===== config.mk =====
export PLATFORM = sky130hd
export DESIGN_NAME = adc_driver
export DESIGN_NICKNAME = d
export VERILOG_FILES = /design/src/rtl/adc_driver.sv
export SDC_FILE = /design/constraint.sdc
export NUM_CORES = 1
export LEC_CHECK = 0
export ABC_AREA = 1
export CAP_MARGIN = 10
export CORE_ASPECT_RATIO = 1.2
export CORE_MARGIN = 10
export CORE_UTILIZATION = 40
export DETAILED_ROUTE_END_ITERATION = 6
export DONT_BUFFER_PORTS = 1
export MAX_ROUTING_LAYER = met4
export PLACE_DENSITY = 0.57
export SETUP_SLACK_MARGIN = 0.3
export SYNTH_ARGS = -nofsm -noshare
export SYNTH_HDL_FRONTEND = slang
export SYNTH_SLANG_ARGS = --single-unit

===== constraint.sdc =====
create_clock -name clk -period 1.6 [get_ports clk]
set_input_delay 0.08 -clock clk [delete_from_list [all_inputs] [get_ports clk]]
set_output_delay 0.08 -clock clk [all_outputs]
set_load 0.02 [all_outputs]

===== src/rtl/adc_driver.sv =====
`default_nettype none
// ============================================================================
//  Module   : adc_driver
//  Purpose  : Parallel-interface master for an 8-channel, 16-bit
//             simultaneous-sampling SAR ADC (ADS8568-style). Periodically
//             pulses CONVST on all four channel pairs, waits out BUSY, then
//             reads the eight results (A0,A1,B0,B1,C0,C1,D0,D1) over DB and
//             presents each word on data_out with a one-cycle data_valid.
//  Ports    : clk            system clock (also the ADC XCLK)
//             sresetn        asynchronous reset, active HIGH (legacy name)
//             busy           ADC BUSY, asynchronous, synchronized here
//             data_adc[15:0] ADC DB bus
//             read_n         ADC RD_N
//             write_n        ADC WR_N, tied inactive
//             chipselect_n   ADC CS_N
//             software_mode  ADC HW_N/SW, tied to hardware mode
//             serial_mode    tied to parallel mode
//             standby_n      tied to active
//             conv_start_a..d CONVST_A..D, driven identically
//             data_out[15:0] last word read, held until the next word
//             data_valid     one-cycle strobe, coincident with data_out update
//  Revision : 1.0  initial release
// ============================================================================
module adc_driver #(
   parameter int CONV_PERIOD    = 75,
   parameter int CONVST_CYCLES  = 2,
   parameter int NUM_CH         = 8,
   parameter int RD_LOW_CYCLES  = 2,
   parameter int RD_HIGH_CYCLES = 1,
   parameter int BUSY_TIMEOUT   = 32
) (
   input  logic        clk,
   input  logic        sresetn,
   input  logic        busy,
   input  logic [15:0] data_adc,
   output logic        read_n,
   output logic        write_n,
   output logic        chipselect_n,
   output logic        software_mode,
   output logic        serial_mode,
   output logic        standby_n,
   output logic        conv_start_a,
   output logic        conv_start_b,
   output logic        conv_start_c,
   output logic        conv_start_d,
   output logic [15:0] data_out,
   output logic        data_valid
);

   localparam int C_PER_W   = (CONV_PERIOD > 1) ? $clog2(CONV_PERIOD) : 1;
   localparam int C_MAX_A   = (CONVST_CYCLES > BUSY_TIMEOUT) ? CONVST_CYCLES : BUSY_TIMEOUT;
   localparam int C_MAX_B   = (RD_LOW_CYCLES > RD_HIGH_CYCLES) ? RD_LOW_CYCLES : RD_HIGH_CYCLES;
   localparam int C_MAX_CYC = (C_MAX_A > C_MAX_B) ? C_MAX_A : C_MAX_B;
   localparam int C_CYC_W   = $clog2(C_MAX_CYC + 1);
   localparam int C_WORD_W  = (NUM_CH > 1) ? $clog2(NUM_CH) : 1;

   localparam logic [C_PER_W-1:0]  C_PERIOD_LAST  = C_PER_W'(CONV_PERIOD - 1);
   localparam logic [C_CYC_W-1:0]  C_CONVST_LAST  = C_CYC_W'(CONVST_CYCLES - 1);
   localparam logic [C_CYC_W-1:0]  C_TIMEOUT_LAST = C_CYC_W'(BUSY_TIMEOUT - 1);
   localparam logic [C_CYC_W-1:0]  C_RDL_LAST     = C_CYC_W'(RD_LOW_CYCLES - 1);
   localparam logic [C_CYC_W-1:0]  C_RDH_LAST     = C_CYC_W'(RD_HIGH_CYCLES - 1);
   localparam logic [C_WORD_W-1:0] C_WORD_LAST    = C_WORD_W'(NUM_CH - 1);

   typedef enum logic [2:0] {
      ST_IDLE        = 3'd0,
      ST_CONVST      = 3'd1,
      ST_WAIT_BUSY_H = 3'd2,
      ST_WAIT_BUSY_L = 3'd3,
      ST_RD_LOW      = 3'd4,
      ST_RD_HIGH     = 3'd5
   } state_t;

   state_t              state_q,      state_d;
   logic [C_PER_W-1:0]  period_cnt_q, period_cnt_d;
   logic                pending_q,    pending_d;
   logic [C_CYC_W-1:0]  cyc_cnt_q,    cyc_cnt_d;
   logic [C_WORD_W-1:0] word_q,       word_d;
   logic                busy_meta_q,  busy_meta_d;
   logic                busy_sync_q,  busy_sync_d;
   logic                read_n_q,     read_n_d;
   logic                cs_n_q,       cs_n_d;
   logic                conv_q,       conv_d;
   logic [15:0]         data_out_q,   data_out_d;
   logic                data_valid_q, data_valid_d;

   logic                w_period_hit;

   assign w_period_hit = (period_cnt_q == C_PERIOD_LAST);

   always_comb begin
      state_d      = state_q;
      cyc_cnt_d    = cyc_cnt_q;
      word_d       = word_q;
      read_n_d     = read_n_q;
      cs_n_d       = cs_n_q;
      conv_d       = conv_q;
      data_out_d   = data_out_q;
      data_valid_d = 1'b0;
      busy_meta_d  = busy;
      busy_sync_d  = busy_meta_q;
      period_cnt_d = w_period_hit ? '0 : period_cnt_q + 1'b1;
      // A period that elapses mid-transaction is remembered so the next
      // conversion launches as soon as the FSM is idle again.
      pending_d    = pending_q | (w_period_hit && (state_q != ST_IDLE));

      unique case (state_q)
         ST_IDLE: begin
            if (w_period_hit || pending_q) begin
               state_d      = ST_CONVST;
               conv_d       = 1'b1;
               cyc_cnt_d    = '0;
               period_cnt_d = '0;
               pending_d    = 1'b0;
            end
         end
         ST_CONVST: begin
            if (cyc_cnt_q == C_CONVST_LAST) begin
               state_d   = ST_WAIT_BUSY_H;
               conv_d    = 1'b0;
               cyc_cnt_d = '0;
            end else begin
               cyc_cnt_d = cyc_cnt_q + 1'b1;
            end
         end
         ST_WAIT_BUSY_H: begin
            if (busy_sync_q) begin
               state_d   = ST_WAIT_BUSY_L;
               cyc_cnt_d = '0;
            end else if (cyc_cnt_q == C_TIMEOUT_LAST) begin
               // ADC never acknowledged: abandon this conversion quietly.
               state_d   = ST_IDLE;
               cyc_cnt_d = '0;
            end else begin
               cyc_cnt_d = cyc_cnt_q + 1'b1;
            end
         end
         ST_WAIT_BUSY_L: begin
            if (!busy_sync_q) begin
               state_d   = ST_RD_LOW;
               cs_n_d    = 1'b0;
               read_n_d  = 1'b0;
               cyc_cnt_d = '0;
               word_d    = '0;
            end
         end
         ST_RD_LOW: begin
            if (cyc_cnt_q == C_RDL_LAST) begin
               // DB has settled by the end of the low phase.
               state_d      = ST_RD_HIGH;
               data_out_d   = data_adc;
               data_valid_d = 1'b1;
               read_n_d     = 1'b1;
               cyc_cnt_d    = '0;
            end else begin
               cyc_cnt_d = cyc_cnt_q + 1'b1;
            end
         end
         ST_RD_HIGH: begin
            if (cyc_cnt_q == C_RDH_LAST) begin
               cyc_cnt_d = '0;
               if (word_q != C_WORD_LAST) begin
                  state_d  = ST_RD_LOW;
                  word_d   = word_q + 1'b1;
                  read_n_d = 1'b0;
               end else begin
                  state_d = ST_IDLE;
                  cs_n_d  = 1'b1;
               end
            end else begin
               cyc_cnt_d = cyc_cnt_q + 1'b1;
            end
         end
         default: begin
            state_d  = ST_IDLE;
            conv_d   = 1'b0;
            read_n_d = 1'b1;
            cs_n_d   = 1'b1;
         end
      endcase
   end

   always_ff @(posedge clk or posedge sresetn) begin
      if (sresetn) begin
         state_q      <= ST_IDLE;
         period_cnt_q <= '0;
         pending_q    <= 1'b0;
         cyc_cnt_q    <= '0;
         word_q       <= '0;
         busy_meta_q  <= 1'b0;
         busy_sync_q  <= 1'b0;
         read_n_q     <= 1'b1;
         cs_n_q       <= 1'b1;
         conv_q       <= 1'b0;
         data_out_q   <= '0;
         data_valid_q <= 1'b0;
      end else begin
         state_q      <= state_d;
         period_cnt_q <= period_cnt_d;
         pending_q    <= pending_d;
         cyc_cnt_q    <= cyc_cnt_d;
         word_q       <= word_d;
         busy_meta_q  <= busy_meta_d;
         busy_sync_q  <= busy_sync_d;
         read_n_q     <= read_n_d;
         cs_n_q       <= cs_n_d;
         conv_q       <= conv_d;
         data_out_q   <= data_out_d;
         data_valid_q <= data_valid_d;
      end
   end

   assign read_n        = read_n_q;
   assign chipselect_n  = cs_n_q;
   assign conv_start_a  = conv_q;
   assign conv_start_b  = conv_q;
   assign conv_start_c  = conv_q;
   assign conv_start_d  = conv_q;
   assign data_out      = data_out_q;
   assign data_valid    = data_valid_q;
   assign write_n       = 1'b1;
   assign software_mode = 1'b0;
   assign serial_mode   = 1'b0;
   assign standby_n     = 1'b1;

endmodule
`default_nettype wire


==> reports/qor.csv, run 1 <==
metric,value,unit
clock.fmax,0.7075,GHz
hold_viol_final,0,
ys_types,31,
synth_ff_type,dfrtp_1,
yosysTopAreaCell,dfrtp_1,
grt_max_degree,25,
worstSetupPathType,reg2reg,
worst_setup_path_start_kind,register,
cap_viol_max_count,0,
grt_pass1_wl,8452,µm
finalCritPeriodShare,88.34,%
antenna_cells,0,
cts_inserted_buffers,5,
slew_violations,0,
port_buffers,0,
drt-wirelength-per-cell,13.74,µm
min_path_type,in2async,
grt_pass1_vias,1843,
area_growth,32.71,%
overflow,0,
antenna_left,0,
synth-edff-count,0,
setup_viol,0,
power,1.809,mW
period_needed,1.414,ns
cp_common_cell,nand2_1,
relSlewSlack,53.13,%
crit_path_max_fanout,3,
path_buf_inv,0,
die_w,87.75,µm
yosys-top-cells-area,"dfrtp_1 45%, nand2_1 18%, ha_1 4.0%, inv_1 3.9%, nand3_1 3.4%",
die-area,8889,µm²
max-vdd-ir-drop,0.4477,mV
num_rows,29,
antenna_found_initial,0,
coreArea,5334,µm²
clock_latency,0.30,ns
via_count,1808,
leakagePower,1.431,nW
setup_tns,0,ns
dr.pass1.iters,4,
postSynthCellCount,271,
cts_max_level,2,
nNetsFinal,340,
ys_async_sr_fraction,100.0,%
skew,0.007907,ns
wirelength,5168,µm
die_h,101.3,µm
max_stage_delay,0.40,ns
ys_seq_area_share,47.81,%
cts_root_buf,clkbuf_8,
arrival,1.66,ns
initial_core_util,41.31,%
avgViaCountPerCell,4.809,
synth_area,2203,µm²
detail_route.iter0.violations,127,
crit_required,1.84,ns
synthTopCellsByCount,"104 x nand2_1, 40 x dfrtp_1, 23 x inv_1",
grt.total_usage,11.97,%
avgSynthCellArea,8.130,µm²
gp_congestion,0.8471,
yosys.cell_count.top_type,nand2_1,
ios,46,
worstMarginPinSlew,0.6987,ns
power_density,618.5,nW/µm²
tritoncts,yes,
grt_setup_unrepaired,true,
cts.clk_slew.worst_paths,0.08,ns
cts_max_path_buffers,2,
drc,0,
endpoint_kind,register,
dpl.hpwl,3399,µm
status,completed,
drive_gt1_share,28.98,%
numClockSinks,42,
crit_family,simple AND/OR/NAND/NOR gates,
yosysTopAreaCellShare,45.43,%
worst_path_max_delay_cell,dfrtp_1,
ys_warn_count,0,
ys_ff_latch,42,
crit_chain,"ha_2, ha_4, or2_4, nor3_4, nand2_1, nand2_1",
## per-stage QoR
step | cell area, µm² | setup slack (ns) | utilization, % | hold slack, ns | instances
2_1_floorplan | 2280 | 0.2219 | - | 0.1114 | 273
3_3_place_gp | 2345 | 0.08688 | 43.96 | 0.02590 | 331
3_5_place_dp | 2345 | 0.07254 | 43.96 | 0.02428 | 331
4_1_cts | 2739 | 0.2064 | 51.35 | 0.2658 | 366
5_1_grt | 2924 | 0.09536 | 54.82 | 0.3041 | 376
6_report | 2924 | 0.1865 | 54.82 | 0.2479 | 376
## state kept, by name, summed over array words and instances (netlist names), 3 cells and up
signal,flops
cyc_cnt_q,6
data_out,16
period_cnt_q,7
state_q,3
word_q,3
## per-layer routing
metal | vias up | global-route usage [%] | part of all wire [%]
li1 | 926 | - | -
met1 | 822 | 15.20 | 44
met2 | 51 | 17.99 | 49
met3 | 9 | 3.133 | 5.2
met4 | 0 | 4.054 | 1.2
met5 | - | - | 0
## cells in the final DEF, fill, tap and decap left out, drive strengths merged
master and n:
clkinv 1, nor3b 2, a31oi 1, dfrtp 40, xnor2 1, buf 26, a21oi 3, clkinvlp 2
o31ai 1, dfstp 2, or2 1, xor2 3, nand3 18, conb 4, nand2 107, inv 27
nor3 2, nor2 25, ha 7, clkbuf 5, a21boi 1, nand3b 2, nand4 7, dlygate4sd3 18
o21ai 8
## area by class of cell
type                       instances  area [µm²]
fill                             453        2410
multi-input combinational        193        1172
sequential                        42        1060
timing repair buffer              44       412.9
inverter                          28       117.6
tap                               62       77.57
clock buffer                       5       68.82
clock inverter                     2       15.01
## cell families after synthesis
family	after synthesis	share of synthesized area (%)
DFF	42	47.81
and+or+nand+nor	164	33.67
other	2	0.3408
xor gates and xnor gates	4	1.590
adders and majority gates	7	3.975
buffers and inverters	38	8.518
AOI/OAI and AO/OA	14	4.088
## power by group
part,switching (mW),internal (mW)
Sequential,0.00254,1.06
Combinational,0.0376,0.0347
Clock,0.373,0.298
Total,0.413,1.40
## worst paths after layout
check                       startpoint            to  slack, ns  cells after the start
min                            sresetn   data_out[8]       0.25                      2
min reg2reg                busy_meta_q   busy_sync_q       0.35                      0
min in group clk                  busy   busy_meta_q       0.34                      1
max in group asynchronous      sresetn  cyc_cnt_q[1]       0.83                      3
max                          word_q[0]     word_q[1]       0.19                      6
max reg2reg                  word_q[0]     word_q[1]       0.19                      6
## repair_timing
item,CTS,global route
hold endpoints to repair,33,0
pin swaps,13,11
gates resized for setup,18,25
buffers inserted,10,10
endpoints found under the setup margin,38,38
hold buffers,18,0
Power figures use the tool's default switching activity.
==> run 2: changes to the inputs <==
--- a/config.mk
+++ b/config.mk
@@ -7,4 +7,5 @@
 export LEC_CHECK = 0
 export ABC_AREA = 1
+export ABC_CLOCK_PERIOD_IN_PS = 1600
 export CAP_MARGIN = 10
 export CORE_ASPECT_RATIO = 1.2
@@ -14,5 +15,5 @@
 export DONT_BUFFER_PORTS = 1
 export MAX_ROUTING_LAYER = met4
-export PLACE_DENSITY = 0.57
+export PLACE_DENSITY = 0.62
 export SETUP_SLACK_MARGIN = 0.3
 export SYNTH_ARGS = -nofsm -noshare
==> constraint.sdc (replaced) <==
create_clock -name clk -period 1.6 [get_ports clk]
set_input_delay 0.32 -clock clk [delete_from_list [all_inputs] [get_ports clk]]
set_output_delay 0.32 -clock clk [all_outputs]
set_load 0.02 [all_outputs]
==> reports/qor.csv, run 2 (synthesized netlist as in run 1, its figures left out) <==
metric,value,unit,change
status,completed,,unchanged
die-area,8889,µm²,unchanged
final_util,51.58,%,was 54.82%
grt_max_degree,43,,was 25
tritoncts,yes,,unchanged
worstSetupPathType,reg2reg,,unchanged
fillers,478,,was 453
skew,0.003322,ns,was 0.007907 ns
antenna_cells,0,,unchanged
cp_common_cell,nand2_1,,unchanged
dr.pass1.iters,4,,unchanged
layout_commonest_cell,nand2_1,,unchanged
hold_viol_final,0,,unchanged
place_area,2303,µm²,was 2345 µm²
port_buffers,0,,unchanged
die_h,101.3,µm,unchanged
avgViaCountPerCell,4.908,,was 4.809
power,1.929,mW,was 1.809 mW
overflow,0,,unchanged
arrival,1.63,ns,was 1.66 ns
power_density,701.1,nW/µm²,was 618.5 nW/µm²
cap_viol_max_count,0,,unchanged
largest_reg_flops,16,,unchanged
slew_violations,0,,unchanged
num_rows,29,,unchanged
p_comb_share,1.7,%,was 4.0%
drc,0,,unchanged
path_buf_inv,3,,was 0
min_path_type,in2async,,unchanged
via_count,1767,,"was 1,808"
nNetsFinal,323,,was 340
antenna_left,0,,unchanged
clock.fmax,0.7139,GHz,was 0.7075 GHz
setup_tns,0,ns,unchanged
cts_max_level,2,,unchanged
p_sw,398.0,µW,was 412.7 µW
max_stage_delay,0.42,ns,was 0.40 ns
grt_setup_unrepaired,true,,unchanged
finalCritPeriodShare,87.55,%,was 88.34%
gp_congestion,0.9386,,was 0.8471
ios,46,,unchanged
die_w,87.75,µm,unchanged
multi_input_area,1169,µm²,was 1172 µm²
regArea,1059,µm²,was 1060 µm²
crit_chain,"inv_2, buf_6, ha_4, nand3_4, nor2_8, buf_12, nand2_1, nand2_1",,"was ha_2, ha_4, or2_4, nor3_4, nand2_1, nand2_1"
p_seq_share,55.3,%,was 58.9%
setup_viol,0,,unchanged
dp_cells,331,,unchanged
crit_path_max_fanout,17,,was 3
area_growth,24.87,%,was 32.71%
clock_latency,0.29,ns,was 0.30 ns
drt-wirelength-per-cell,13.26,µm,was 13.74 µm
grt_pass1_vias,1824,,"was 1,843"
worst_path_max_delay_cell,dfrtp_1,,unchanged
p_sw_share,20.63,%,was 22.82%
crit_family,simple AND/OR/NAND/NOR gates,,unchanged
detail_route.iter0.violations,106,,was 127
initial_core_util,41.31,%,unchanged
cts_max_path_buffers,2,,unchanged
endpoint_kind,register,,unchanged
numClockSinks,42,,unchanged
cts.clk_slew.worst_paths,0.08,ns,about the same
coreArea,5334,µm²,unchanged
layout_common_cells,"94 x nand2_1, 36 x dfrtp_1, 25 x buf_4, 19 x inv_1, 13 x nor2_1",,"was 94 x nand2_1, 35 x dfrtp_1, 23 x buf_4, 18 x inv_1, 18 x dlygate4sd3_1"
wirelength,4774,µm,was 5168 µm
cts_inserted_buffers,5,,unchanged
dpl.hpwl,3328,µm,was 3399 µm
power.internal,1.531,mW,was 1.396 mW
crit_required,1.83,ns,was 1.84 ns
worst_setup_path_start_kind,register,,unchanged
relSlewSlack,66.02,%,was 53.13%
worstMarginPinSlew,0.5096,ns,was 0.6987 ns
stdcell_count,360,,was 376
leakagePower,1.368,nW,was 1.431 nW
period_needed,1.401,ns,was 1.414 ns
postLayoutCellArea,2751,µm²,was 2924 µm²
drive_gt1_share,31.21,%,was 28.98%
antenna_found_initial,0,,unchanged
pwr-share-clk,43.1,%,was 37.1%
grt.total_usage,11.28,%,was 11.97%
cts_hold_buf,0,,was 18
cts_root_buf,clkbuf_8,,unchanged
grt_pass1_wl,8024,µm,was 8452 µm
max-vdd-ir-drop,0.5664,mV,was 0.4477 mV
[run 2: worst reg2reg max path, stage by stage, from the launching register on]
cell,delay [ns]
dfrtp_1,0.42
inv_2,0.11
buf_6,0.10
ha_4,0.12
nand3_4,0.13
nor2_8,0.19
buf_12,0.15
nand2_1,0.05
nand2_1,0.07
[run 2: repair_timing]
item	4_1_cts	5_1_grt
resized for setup	33	18
setup endpoints to repair	25	38
pin swaps	22	9
buffers inserted	18	3
[run 2: routing by layer]
layer | up-vias | wire length, µm | GRT usage [%]
met5 | - | 0 | -
met1 | 825 | 2072 | 13.46
met3 | 8 | 228 | 2.570
met2 | 43 | 2402 | 17.83
met4 | 0 | 71 | 4.668
li1 | 891 | - | -
[run 2: layout make-up]
type	count	area share (%)
well taps	62	2.819
clock inverters	2	1.364
multi-input cells	193	42.47
inverters	28	4.275
flip-flops and latches	42	38.47
repair buffers	27	7.958
clock buffers	6	2.638
[run 2: through the flow]
step                      setup slack [ns]  hold WS, ns
after floorplan                     0.2219       0.3312
after global placement             0.06472       0.3325
after detailed placement           0.03503       0.3449
after CTS                           0.2180      0.03964
after global routing                0.1045      0.03551
final                               0.1992      0.03362
[run 2: final timing paths]
kind	startpoint	slack (ns)	depth (start not counted)	endpoint
worst max-delay path	cyc_cnt_q[1]	0.20	8	data_out[11]
worst min-delay path	sresetn	0.03	2	word_q[0]
worst max register to register	cyc_cnt_q[1]	0.20	8	data_out[11]
worst min register to register	busy_meta_q	0.36	0	busy_sync_q
max in group asynchronous	sresetn	1.18	2	state_q[1]
min in group clk	busy	0.05	0	busy_meta_q
[run 2: power by group through the flow]
stage	Sequential, mW	Clock, mW	Combinational, mW
after global placement	1.09	0	0.0342
after global routing	1.07	0.904	0.0374
after CTS	1.07	0.856	0.0337
after detailed placement	1.09	0	0.0337
after floorplan	1.09	0	0.0329
final	1.07	0.831	0.0321
==> run 3: changes to the inputs <==
- ABC_CLOCK_PERIOD_IN_PS: 1600 -> 1800
- SLEW_MARGIN: not set -> 20
- clock period: 1.6 -> 1.8 ns (I/O delays scaled with it)
==> reports/qor.csv, run 3 (synthesized netlist as in run 1, its figures left out) <==
metric,value,unit,change
worst_setup_path_start_kind,register,,unchanged
tritoncts,yes,,unchanged
grtUsageMet2,15.47,%,was 17.83%
gp_congestion,0.8800,,was 0.9386
antenna_cells,0,,unchanged
use_met1,12.52,%,was 13.46%
rr_worst_depth,9,,was 8
wirelength,4436,µm,was 4774 µm
rr_startpoint,cyc_cnt_q[0],,was cyc_cnt_q[1]
num_rows,29,,unchanged
fillers,473,,was 478
clock.fmax,0.6880,GHz,was 0.7139 GHz
setup_viol,0,,unchanged
detail_route.iter0.violations,73,,was 106
cts_max_path_buffers,2,,unchanged
cap_viol_max_count,0,,unchanged
grt_max_degree,43,,unchanged
dr.pass1.iters,4,,unchanged
largest_reg_flops,16,,unchanged
multi_input_area,1079,µm²,was 1169 µm²
r2r_slack,0.35,ns,was 0.20 ns
worstSetupPathType,reg2reg,,unchanged
power_density,669.5,nW/µm²,was 701.1 nW/µm²
cts_hold_buf,0,,unchanged
die-area,8889,µm²,unchanged
period_needed,1.453,ns,was 1.401 ns
regArea,1057,µm²,was 1059 µm²
cts.clk_slew.worst_paths,0.08,ns,about the same
dpl.hpwl,3235,µm,was 3328 µm
setup_tns,0,ns,unchanged
crit_required,1.98,ns,was 1.83 ns
final_util,47.60,%,was 51.58%
postLayoutCellArea,2539,µm²,was 2751 µm²
hold_viol_final,0,,unchanged
slew_violations,0,,unchanged
finalCritPeriodShare,80.74,%,was 87.55%
crit_path_max_fanout,5,,was 17
relSlewSlack,66.50,%,was 66.02%
cts_max_level,2,,unchanged
worstMarginPinSlew,0.5025,ns,was 0.5096 ns
layout_common_cells,"96 x nand2_1, 37 x dfrtp_1, 21 x inv_1, 15 x nor2_1",,"was 94 x nand2_1, 36 x dfrtp_1, 25 x buf_4, 19 x inv_1, 13 x nor2_1"
crit_chain,"inv_2, ha_1, nand3_2, nand2_4, nand2_4, inv_1, nand3_2, nand2_1, nand2_1",,"was inv_2, buf_6, ha_4, nand3_4, nor2_8, buf_12, nand2_1, nand2_1"
max-vdd-ir-drop,0.4830,mV,was 0.5664 mV
drc,0,,unchanged
skew,0.003206,ns,was 0.003322 ns
min_path_type,in2async,,unchanged
dp_cells,328,,was 331
overflow,0,,unchanged
layout_commonest_cell,nand2_1,,unchanged
arrival,1.63,ns,about the same
clock_latency,0.29,ns,about the same
cts_inserted_buffers,5,,unchanged
nNetsFinal,309,,was 323
grt_pass1_vias,1710,,"was 1,824"
avgViaCountPerCell,4.853,,was 4.908
grt_setup_unrepaired,true,,unchanged
power,1.700,mW,was 1.929 mW
worst_path_max_delay_cell,dfrtp_1,,unchanged
via_count,1679,,"was 1,767"
port_buffers,0,,unchanged
die_h,101.3,µm,unchanged
grt_pass1_wl,7403,µm,was 8024 µm
leakagePower,1.292,nW,was 1.368 nW
area_growth,15.22,%,was 24.87%
top_usage_layer,met2,,unchanged
place_area,2228,µm²,was 2303 µm²
status,completed,,unchanged
r2r_end,state_q[0],,was data_out[11]
initial_core_util,41.31,%,unchanged
stdcell_count,346,,was 360
drt-wirelength-per-cell,12.82,µm,was 13.26 µm
drive_gt1_share,23.24,%,was 31.21%
die_w,87.75,µm,unchanged
grt.total_usage,10.29,%,was 11.28%
max_stage_delay,0.43,ns,was 0.42 ns
coreArea,5334,µm²,unchanged
endpoint_kind,register,,unchanged
dpl_worst_slack,0.2756,ns,was 0.03503 ns
whs,0.07875,ns,was 0.03362 ns
ios,46,,unchanged
fin_ws,0.3466,ns,was 0.1992 ns
cts_root_buf,clkbuf_8,,unchanged
use_met3,3.695,%,was 2.570%
antenna_found_initial,0,,unchanged
antenna_left,0,,unchanged
numClockSinks,42,,unchanged
## run 3: layout make-up
type	instances	area share [%]
clock buffers	6	2.859
clock inverters	2	1.479
inverters	28	4.337
multi-input cells	193	42.48
flip-flops and latches	42	41.65
well taps	62	3.056
repair buffers	13	4.140
## run 3: worst max-delay path by stage
stage,startpoint,endpoint,slack (ns)
final,cyc_cnt_q[0],state_q[0],0.35
after floorplan,period_cnt_q[0],cyc_cnt_q[5],0.42
after global placement,period_cnt_q[0],cyc_cnt_q[5],0.30
after CTS,cyc_cnt_q[0],cyc_cnt_q[5],0.27
after detailed placement,state_q[2],state_q[1],0.28
after global routing,period_cnt_q[0],state_q[0],0.24
## run 3: where the power goes
group	internal, mW	total [mW]	switching [mW]
clock network	0.414	0.724	0.310
registers	0.945	0.947	0.00232
logic	0.00212	0.0283	0.0262
total	1.36	1.70	0.339
## run 3: layer usage
layer,vias up,share of wire [%]
met4,0,1.4
met2,44,46
met5,-,0
met1,771,47
met3,9,6.0
li1,855,-
## run 3: critical path, delay by kind of cell (launching register included)
family,cells,cell delay [ns]
DFF,1,0.43
and+or+nand+nor,6,0.52
adders and majority gates,1,0.16
buffers and inverters,2,0.23
## run 3: what timing repair did
action                                  in CTS  in global routing
gates resized for setup                      3                 39
endpoints found under the setup margin       8                 28
hold endpoints to repair                     0                  0
buffers inserted                             2                  8
pin swaps                                    0                  8
